File: config.mk
export PLATFORM = sky130hd
export DESIGN_NAME = fifo_narrow_to_wide
export DESIGN_NICKNAME = d
export VERILOG_FILES = /design/src/rtl/fifo_narrow_to_wide.sv
export SDC_FILE = /design/constraint.sdc
export NUM_CORES = 1
export LEC_CHECK = 0
export CORE_MARGIN = 3
export CORE_UTILIZATION = 49
export DETAILED_ROUTE_END_ITERATION = 8
export GPL_ROUTABILITY_DRIVEN = 0
export PLACE_DENSITY = 0.74
export SETUP_SLACK_MARGIN = 0.4
export SYNTH_ARGS = -nofsm -noshare
export SYNTH_HDL_FRONTEND = slang
export SYNTH_SLANG_ARGS = --single-unit
File: constraint.sdc
create_clock -name clk -period 3.1 [get_ports clk]
set_input_delay 0.465 -clock clk [delete_from_list [all_inputs] [get_ports clk]]
set_output_delay 0.465 -clock clk [all_outputs]
set_load 0.005 [all_outputs]
File: src/rtl/fifo_narrow_to_wide.sv
`default_nettype none
// ============================================================================
// Module      : fifo_narrow_to_wide
// Description : Asymmetric FIFO with a narrow write port and a wide read port.
//               Each accepted write pushes one DATA_WIDTH-bit entry. Each
//               accepted read pops one 2*DATA_WIDTH-bit word built from the
//               two oldest entries. The oldest entry sits in the low half.
//               The read side is first-word fall-through: r_data shows the
//               head word whenever empty is low.
//
// Ports       : clk     - clock, all state updates on the rising edge
//               reset   - asynchronous, active-high reset
//               wr      - write request, pushes w_data when not full
//               w_data  - narrow write data [DATA_WIDTH-1:0]
//               rd      - read request, pops one wide word when not empty
//               r_data  - head word {second-oldest, oldest} [2*DATA_WIDTH-1:0]
//               full    - occupancy == 2^ADDR_WIDTH entries
//               empty   - occupancy < 2 entries (no complete word available)
//               count   - occupancy in narrow entries [ADDR_WIDTH:0]
//
// Revision    : 1.0 - initial release
// ============================================================================
module fifo_narrow_to_wide #(
    parameter int DATA_WIDTH = 8,
    parameter int ADDR_WIDTH = 3
) (
    input  logic                      clk,
    input  logic                      reset,
    input  logic                      wr,
    input  logic [DATA_WIDTH-1:0]     w_data,
    input  logic                      rd,
    output logic [2*DATA_WIDTH-1:0]   r_data,
    output logic                      full,
    output logic                      empty,
    output logic [ADDR_WIDTH:0]       count
);

    // Storage depth in narrow entries. ADDR_WIDTH >= 1 keeps this even, so a
    // wide word never straddles the wrap boundary of the storage array.
    localparam int                c_MEM_DEPTH = 1 << ADDR_WIDTH;
    localparam logic [ADDR_WIDTH:0] c_FULL_CNT = (ADDR_WIDTH+1)'(c_MEM_DEPTH);
    localparam logic [ADDR_WIDTH:0] c_WORD_CNT = (ADDR_WIDTH+1)'(2);
    localparam logic [ADDR_WIDTH:0] c_PTR_ONE  = (ADDR_WIDTH+1)'(1);
    localparam logic [ADDR_WIDTH:0] c_PTR_TWO  = (ADDR_WIDTH+1)'(2);

    // ------------------------------------------------------------------------
    // State
    // ------------------------------------------------------------------------
    logic [DATA_WIDTH-1:0] r_mem [c_MEM_DEPTH];

    // One extra pointer bit distinguishes full from empty: the pointers are
    // equal only at zero occupancy, and differ by exactly the depth when full.
    logic [ADDR_WIDTH:0]   r_wr_ptr;
    logic [ADDR_WIDTH:0]   r_rd_ptr;

    // ------------------------------------------------------------------------
    // Combinational occupancy and flags (from registered pointers only)
    // ------------------------------------------------------------------------
    logic [ADDR_WIDTH:0]   w_count;
    logic                  w_full;
    logic                  w_empty;
    logic                  w_wr_accept;
    logic                  w_rd_accept;
    logic [ADDR_WIDTH-1:0] w_wr_addr;
    logic [ADDR_WIDTH-1:0] w_rd_addr_lo;
    logic [ADDR_WIDTH-1:0] w_rd_addr_hi;

    // Modular subtraction yields the true occupancy across pointer wrap.
    assign w_count = r_wr_ptr - r_rd_ptr;
    assign w_full  = (w_count == c_FULL_CNT);
    // A single pending entry is not a complete word, so it reads as empty.
    assign w_empty = (w_count < c_WORD_CNT);

    // Write and read are qualified independently against the current flags.
    // A read needs two stored entries and a write lands at wr_ptr, beyond
    // them, so a same-cycle write can never disturb the word being popped.
    assign w_wr_accept = wr && !w_full;
    assign w_rd_accept = rd && !w_empty;

    assign w_wr_addr    = r_wr_ptr[ADDR_WIDTH-1:0];
    // rd_ptr is always even, so the +1 never carries out of the low bit.
    assign w_rd_addr_lo = r_rd_ptr[ADDR_WIDTH-1:0];
    assign w_rd_addr_hi = w_rd_addr_lo + ADDR_WIDTH'(1);

    // ------------------------------------------------------------------------
    // Pointer registers
    // ------------------------------------------------------------------------
    always_ff @(posedge clk or posedge reset) begin
        if (reset) begin
            r_wr_ptr <= '0;
        end else if (w_wr_accept) begin
            r_wr_ptr <= r_wr_ptr + c_PTR_ONE;
        end
    end

    always_ff @(posedge clk or posedge reset) begin
        if (reset) begin
            r_rd_ptr <= '0;
        end else if (w_rd_accept) begin
            r_rd_ptr <= r_rd_ptr + c_PTR_TWO;
        end
    end

    // ------------------------------------------------------------------------
    // Storage: not reset; contents are meaningless until written.
    // ------------------------------------------------------------------------
    always_ff @(posedge clk) begin
        if (w_wr_accept) begin
            r_mem[w_wr_addr] <= w_data;
        end
    end

    // ------------------------------------------------------------------------
    // Outputs
    // ------------------------------------------------------------------------
    // Fall-through head word, oldest entry in the low half. Don't-care while
    // empty is high.
    assign r_data = {r_mem[w_rd_addr_hi], r_mem[w_rd_addr_lo]};
    assign full   = w_full;
    assign empty  = w_empty;
    assign count  = w_count;

endmodule
`default_nettype wire

# Yosys cells after proc, flatten, opt, wreduce, memory -nomap -nowiden
# Memory sizes are Yosys's and may differ from the RTL's.
# Index checks and enable logic that the tools add are counted.
dict set report totals {
  reg_bits 8
  mem_bits_rw 64
  in_bits 12
  out_inout_bits 22
  wordCells 15
  n_memories 1
}
# memory words word_bits rd rd_clocked_by_memory_dff wr line_no
set mem_list {}
lappend mem_list {r_mem 8 8 2 0 1 49} ;# logic [DATA_WIDTH-1:0] r_mem [c_MEM_DEPTH];
dict set report op_classes {
  add_sub_neg 4
  magnitude_cmp 1
  n_eq_ne 1
  mux 2
  reduce_logical 4
}
# operator n
set op_table {}
lappend op_table {{adder 4 x 1 -> 4 bit (second input constant)} 1}
lappend op_table {{adder 4 x 2 -> 4 bit (second input constant)} 1}
lappend op_table {{== test 4 bit (second input constant)} 1}
lappend op_table {{< comparator 4 x 2 -> 1 bit (second input constant)} 1}
lappend op_table {{subtractor 4 bit} 1}
lappend op_table {{adder 3 x 1 -> 3 bit (second input constant)} 1}
lappend op_table {{logical AND 1 bit} 2}
lappend op_table {{zero test 1 bit} 2}
lappend op_table {{2-to-1 mux 1 bit} 2}

# Logic depth before layout (Yosys ltp)
dict set report logic_depth {
  word_depth 6
  mapped_depth 8
  depth_no_buf 8
}

# Least setup slack after synthesis
# Ideal clock, no wire load.
dict set report synth_timing {
  kind {reg2reg}
  start {reg r_rd_ptr[2]}
  end {mem r_mem[0][0] (enable)}
  setup_time_ps 395
  arrival_ps 2808
  required_time_ps 2705
  setup_slack_ps -103
  path_stages_with_launch 8
  n_path_buf 2
  period_less_slack_ps 3203
  path_cell_list {dfrtp_1 -> buf_2 -> buf_1 -> inv_1 -> fa_1 -> nand2b_1 -> nor2_1 -> nor4_1}
}
dict set report synth_between {
  elab_chain_len 6
}
# item line_no
set synth_lines {}
lappend synth_lines {{from (decl)} 54} ;# logic [ADDR_WIDTH:0] r_rd_ptr;
lappend synth_lines {{from (signal assigned)} 100} ;# r_rd_ptr <= r_rd_ptr + c_PTR_TWO;
lappend synth_lines {{subtractor 4 bit} 69} ;# assign w_count = r_wr_ptr - r_rd_ptr;
lappend synth_lines {{via count[2]} 35} ;# output logic [ADDR_WIDTH:0] count
lappend synth_lines {{== test 4 bit} 70} ;# assign w_full = (w_count == c_FULL_CNT);
lappend synth_lines {{zero test 1 bit} 77} ;# assign w_wr_accept = wr && !w_full;
lappend synth_lines {{logical AND 1 bit} 77}
lappend synth_lines {{2-to-1 mux 1 bit} 108} ;# if (w_wr_accept) begin
lappend synth_lines {{2-to-1 mux 1 bit (implied by the code)} 109} ;# r_mem[w_wr_addr] <= w_data;
lappend synth_lines {{to (decl)} 49}
# The timed path passes the listed nets, and every way through them passes these cells.

# Worst setup path after layout
dict set report layout_timing {
  start {reg r_wr_ptr[1]}
  end {out empty}
}
dict set report layout_between {
  elab_chain_len 2
}
# item line_no
set layout_lines {}
lappend layout_lines {{from (decl)} 53} ;# logic [ADDR_WIDTH:0] r_wr_ptr;
lappend layout_lines {{from (signal assigned)} 92} ;# r_wr_ptr <= r_wr_ptr + c_PTR_ONE;
lappend layout_lines {{subtractor 4 bit} 69}
lappend layout_lines {{< comparator 4 x 2 -> 1 bit} 72} ;# assign w_empty = (w_count < c_WORD_CNT);
lappend layout_lines {{to (decl)} 34} ;# output logic empty,
# No other way between the ends.

==> run_results.csv <==
group,metric,value,unit
outcome,status,"complete, no violations",
clock_network,clock-sinks,71,
placement,post-dp-hpwl,3.482,mm
grt,grt_max_degree,19,
pwr,p_sw_share,31.91,%
synthesis,synthAdderAreaFrac,2.042,%
worst_setup_path,critPathArrivalTime,2150,ps
worst_setup_path,worst_setup_path_end_kind,"output pin",
clock_network,cts_max_level,3,
worst_setup_path,critPathSlowestCell,"fa_2",
placement,dp_slack,397.9,ps
grt,grt_pass1_vias,1557,
flow_run,max_cap_violations,0,
routing,drtIter0Drc,86,
timing,hold_viol,0,
synthesis,synth_fp_nets,152,
pwr,pwr-share-comb,47.7,%
timing,period_needed,2611,ps
timing,fin_setup_tns,0,ps
worst_setup_path,slowest_delay,450,ps
worst_setup_path,startpoint,"r_wr_ptr[1]",
synthesis,synthCells,136,
timing,fmax,383.0,MHz
clock_network,clock_path_buffers,2,
clock_network,numCtsBuffers,9,
timing,worst_slew_pin_slew,637.7,ps
synthesis,yosysWarnings,0,
grt,grt_usage,17.99,%
worst_setup_path,path_buf_inv,4,
pwr,vdd_ir_drop_max,924.5,µV
pwr,p_leak,1.241,nW
floorplan,die_y,81.85,µm
clock_network,hold_buffers,0,
worst_setup_path,start_kind,"flop",
synthesis,syn_area,2819,µm²
synthesis,muxShareOfSynthArea,13.72,%
synthesis,avgSynthCellArea,20.73,µm²
placement,portBuffers,33,
routing,antenna_left,0,
floorplan,io_pins,34,
layout,drive_gt1_share,32.49,%
floorplan,fp.dieW,81.85,µm
routing,drcViolationCount,0,
clock_network,clkTransAtPathRegs,70,ps
synthesis,synth_top_area_share,68.18,%
pwr,p_int,2.637,mW
synthesis,yosys.area.top_type,"edfxtp_1",
worst_setup_path,reg2reg_from,"r_wr_ptr[1]",
worst_setup_path,path_cells,"inv_1 -> ha_1 -> inv_1 -> fa_2 -> nand2b_4 -> buf_4 -> nor2_1 -> clkdlybuf4s15_1",
grt,overflow,0,
timing,slew_viol_final,0,
routing,dr.pass1.iters,4,
floorplan,start_util,52.84,%
layout,nFillCells,352,
clock_network,cts_root_buf,"clkbuf_8",
timing,finalWorstSetupSlack,489.0,ps
pwr,fin_total_pwr,3.873,mW
timing,rsz0062_at_grt,"false",
worst_setup_path,path_max_fanout,5,
routing,drt-total-wl,5.370,mm
routing,wl_per_cell,20.11,µm
synthesis,synth_xor_xnor_area_share,2.441,%
worst_setup_path,critPathTopFamily,"adder cells",
synthesis,yosysSeqAreaShare,74.39,%
floorplan,core-area,5335,µm²
timing,post-route-period-util,84.22,%
worst_setup_path,worstPathRequired,2630,ps
pwr,pwr-share-seq,34.8,%
pwr,power_density,1079,nW/µm²
routing,avgViaCountPerCell,5.554,
worst_setup_path,crit_type,"reg2out",
timing,timing.slew.headroom,57.16,%
synthesis,synth_seq_cells,71,
synthesis,synthTopCellsByArea,"edfxtp_1 68%, mux4_2 13%, dfrtp_1 6.2%",
layout,finish.utilization,67.28,%
synthesis,ys_types,26,
clock_network,cts_tree,"built",
synthesis,synthArstFlopShare,9.859,%
grt,grt_pass1_wl,8.383,mm
hold_path,hold_path.class,"in2async",
synthesis,synth_top_family_by_area,"multiplexers",
layout,synthToLayoutAreaGrowth,27.34,%
layout,nets,208,
floorplan,rows,26,
layout,antenna_cells,0,
timing,setup_viol,0,
timing,whs,363.4,ps
worst_setup_path,cp_common_cell,"inv_1",
pwr,clkPwrFrac,17.5,%
clock_network,insertion_delay,330,ps
synthesis,synth-simple-area-share,3.551,%
synthesis,synth-compound-area-share,1.909,%
pwr,p_switching,1.236,mW
synthesis,synth_edf_count,64,
floorplan,dieArea,6699,µm²
routing,vias,1483,
synthesis,ys.flop_type,"edfxtp_1",
grt,antenna_found_initial,0,
timing,skew,6.799,ps
==> metal layers <==
layer,track usage [%],vias to the layer above,wire length [µm]
li1,-,656,-
met1,22.78,768,2101
met2,29.56,49,2946
met3,4.386,10,224
met4,7.973,0,98
met5,0,-,0
==> worst register-to-register path: stages (launching register included) <==
cell and delay, ps:
dfrtp_1 380, inv_1 90, ha_1 140, inv_1 50, fa_2 370, xor3_2 260, buf_4 140, buf_4 120
nor2_2 90, nor4_4 500
==> kinds of logic (layout without fill, tap and decap cells) <==
| logic type | count (synthesis) | in the layout |
|---|---|---|
| XOR/XNOR | 6 | 6 |
| AND/OR/NAND/NOR | 21 | 21 |
| multiplexers | 18 | 18 |
| flip-flops | 71 | 71 |
| buffers and inverters | 12 | 73 |
| adder cells (fa/ha/maj) | 4 | 4 |
| AO/OA/AOI/OAI | 4 | 4 |
==> path summary, 6_finish.rpt <==
path                               end  slack, ps  cells after the start
min reg2reg                r_wr_ptr[3]        560                      1
max in group asynchronous  r_wr_ptr[0]       2510                      2
min                        r_rd_ptr[1]        360                      2
max                              empty        490                      8
min in group clk           r_wr_ptr[3]        560                      1
max reg2reg                r_mem[0][7]        600                      9
==> power groups by stage <==
stage	Sequential [mW]	Clock (mW)	Combinational, mW
2_1_floorplan	1.32	0	0.893
3_3_place_gp	1.35	0	1.47
3_5_place_dp	1.36	0	1.51
4_1_cts	1.35	0.688	1.73
5_1_grt	1.36	0.729	1.97
6_report	1.35	0.679	1.85
==> cell type report <==
class	instances	area [µm²]	share of cell area, %
Clock inverter	5	48.80	1.359
Timing Repair Buffer	51	459.2	12.79
Clock buffer	11	131.4	3.660
Tap cell	70	87.58	2.440
Multi-Input combinational cell	53	743.2	20.70
Sequential cell	71	2097	58.42
Inverter	6	22.52	0.6274
==> flip-flops by register name, indices dropped and copies added, names as in the netlist <==
| name | cells |
|---|---|
| r_mem | 64 |
| r_wr_ptr | 4 |
| r_rd_ptr | 3 |
==> what timing repair did <==
item | 4_1_cts | 5_1_grt
pin swaps | 2 | 3
buffers inserted | 7 | 3
endpoints found under the setup margin | 11 | 34
resized for setup | 8 | 6
==> cell usage after synthesis, drive strengths merged, types with 2 or more instances <==
master and number:
mux4 16, nand2b 3, inv 6, mux2 2, nor2 7, nand2 5
buf 5, dfrtp 7, nor4 2, o311ai 2, edfxtp 64, ha 3
nor3 3, xor2 2, xnor2 3
==> layout by cell type (no fill, tap or decap), drive strengths merged, types with 2 or more instances in the layout <==
master and n:
buf 18, clkbuf 12, clkdlybuf4s50 30, clkinv 4
dfrtp 7, edfxtp 64, ha 3, inv 6
mux2 2, mux4 16, nand2 5, nand2b 3
nor2 7, nor3 3, nor4 2, o311ai 2
xnor2 3, xor2 2
==> through the flow <==
step / std cells / cell area, µm²
4_1_cts: 264 / 3555
3_3_place_gp: 241 / 3304
2_1_floorplan: 136 / 2860
5_1_grt: 267 / 3590
3_5_place_dp: 241 / 3304
6_report: 267 / 3590
(Power assumes the default switching activity.)
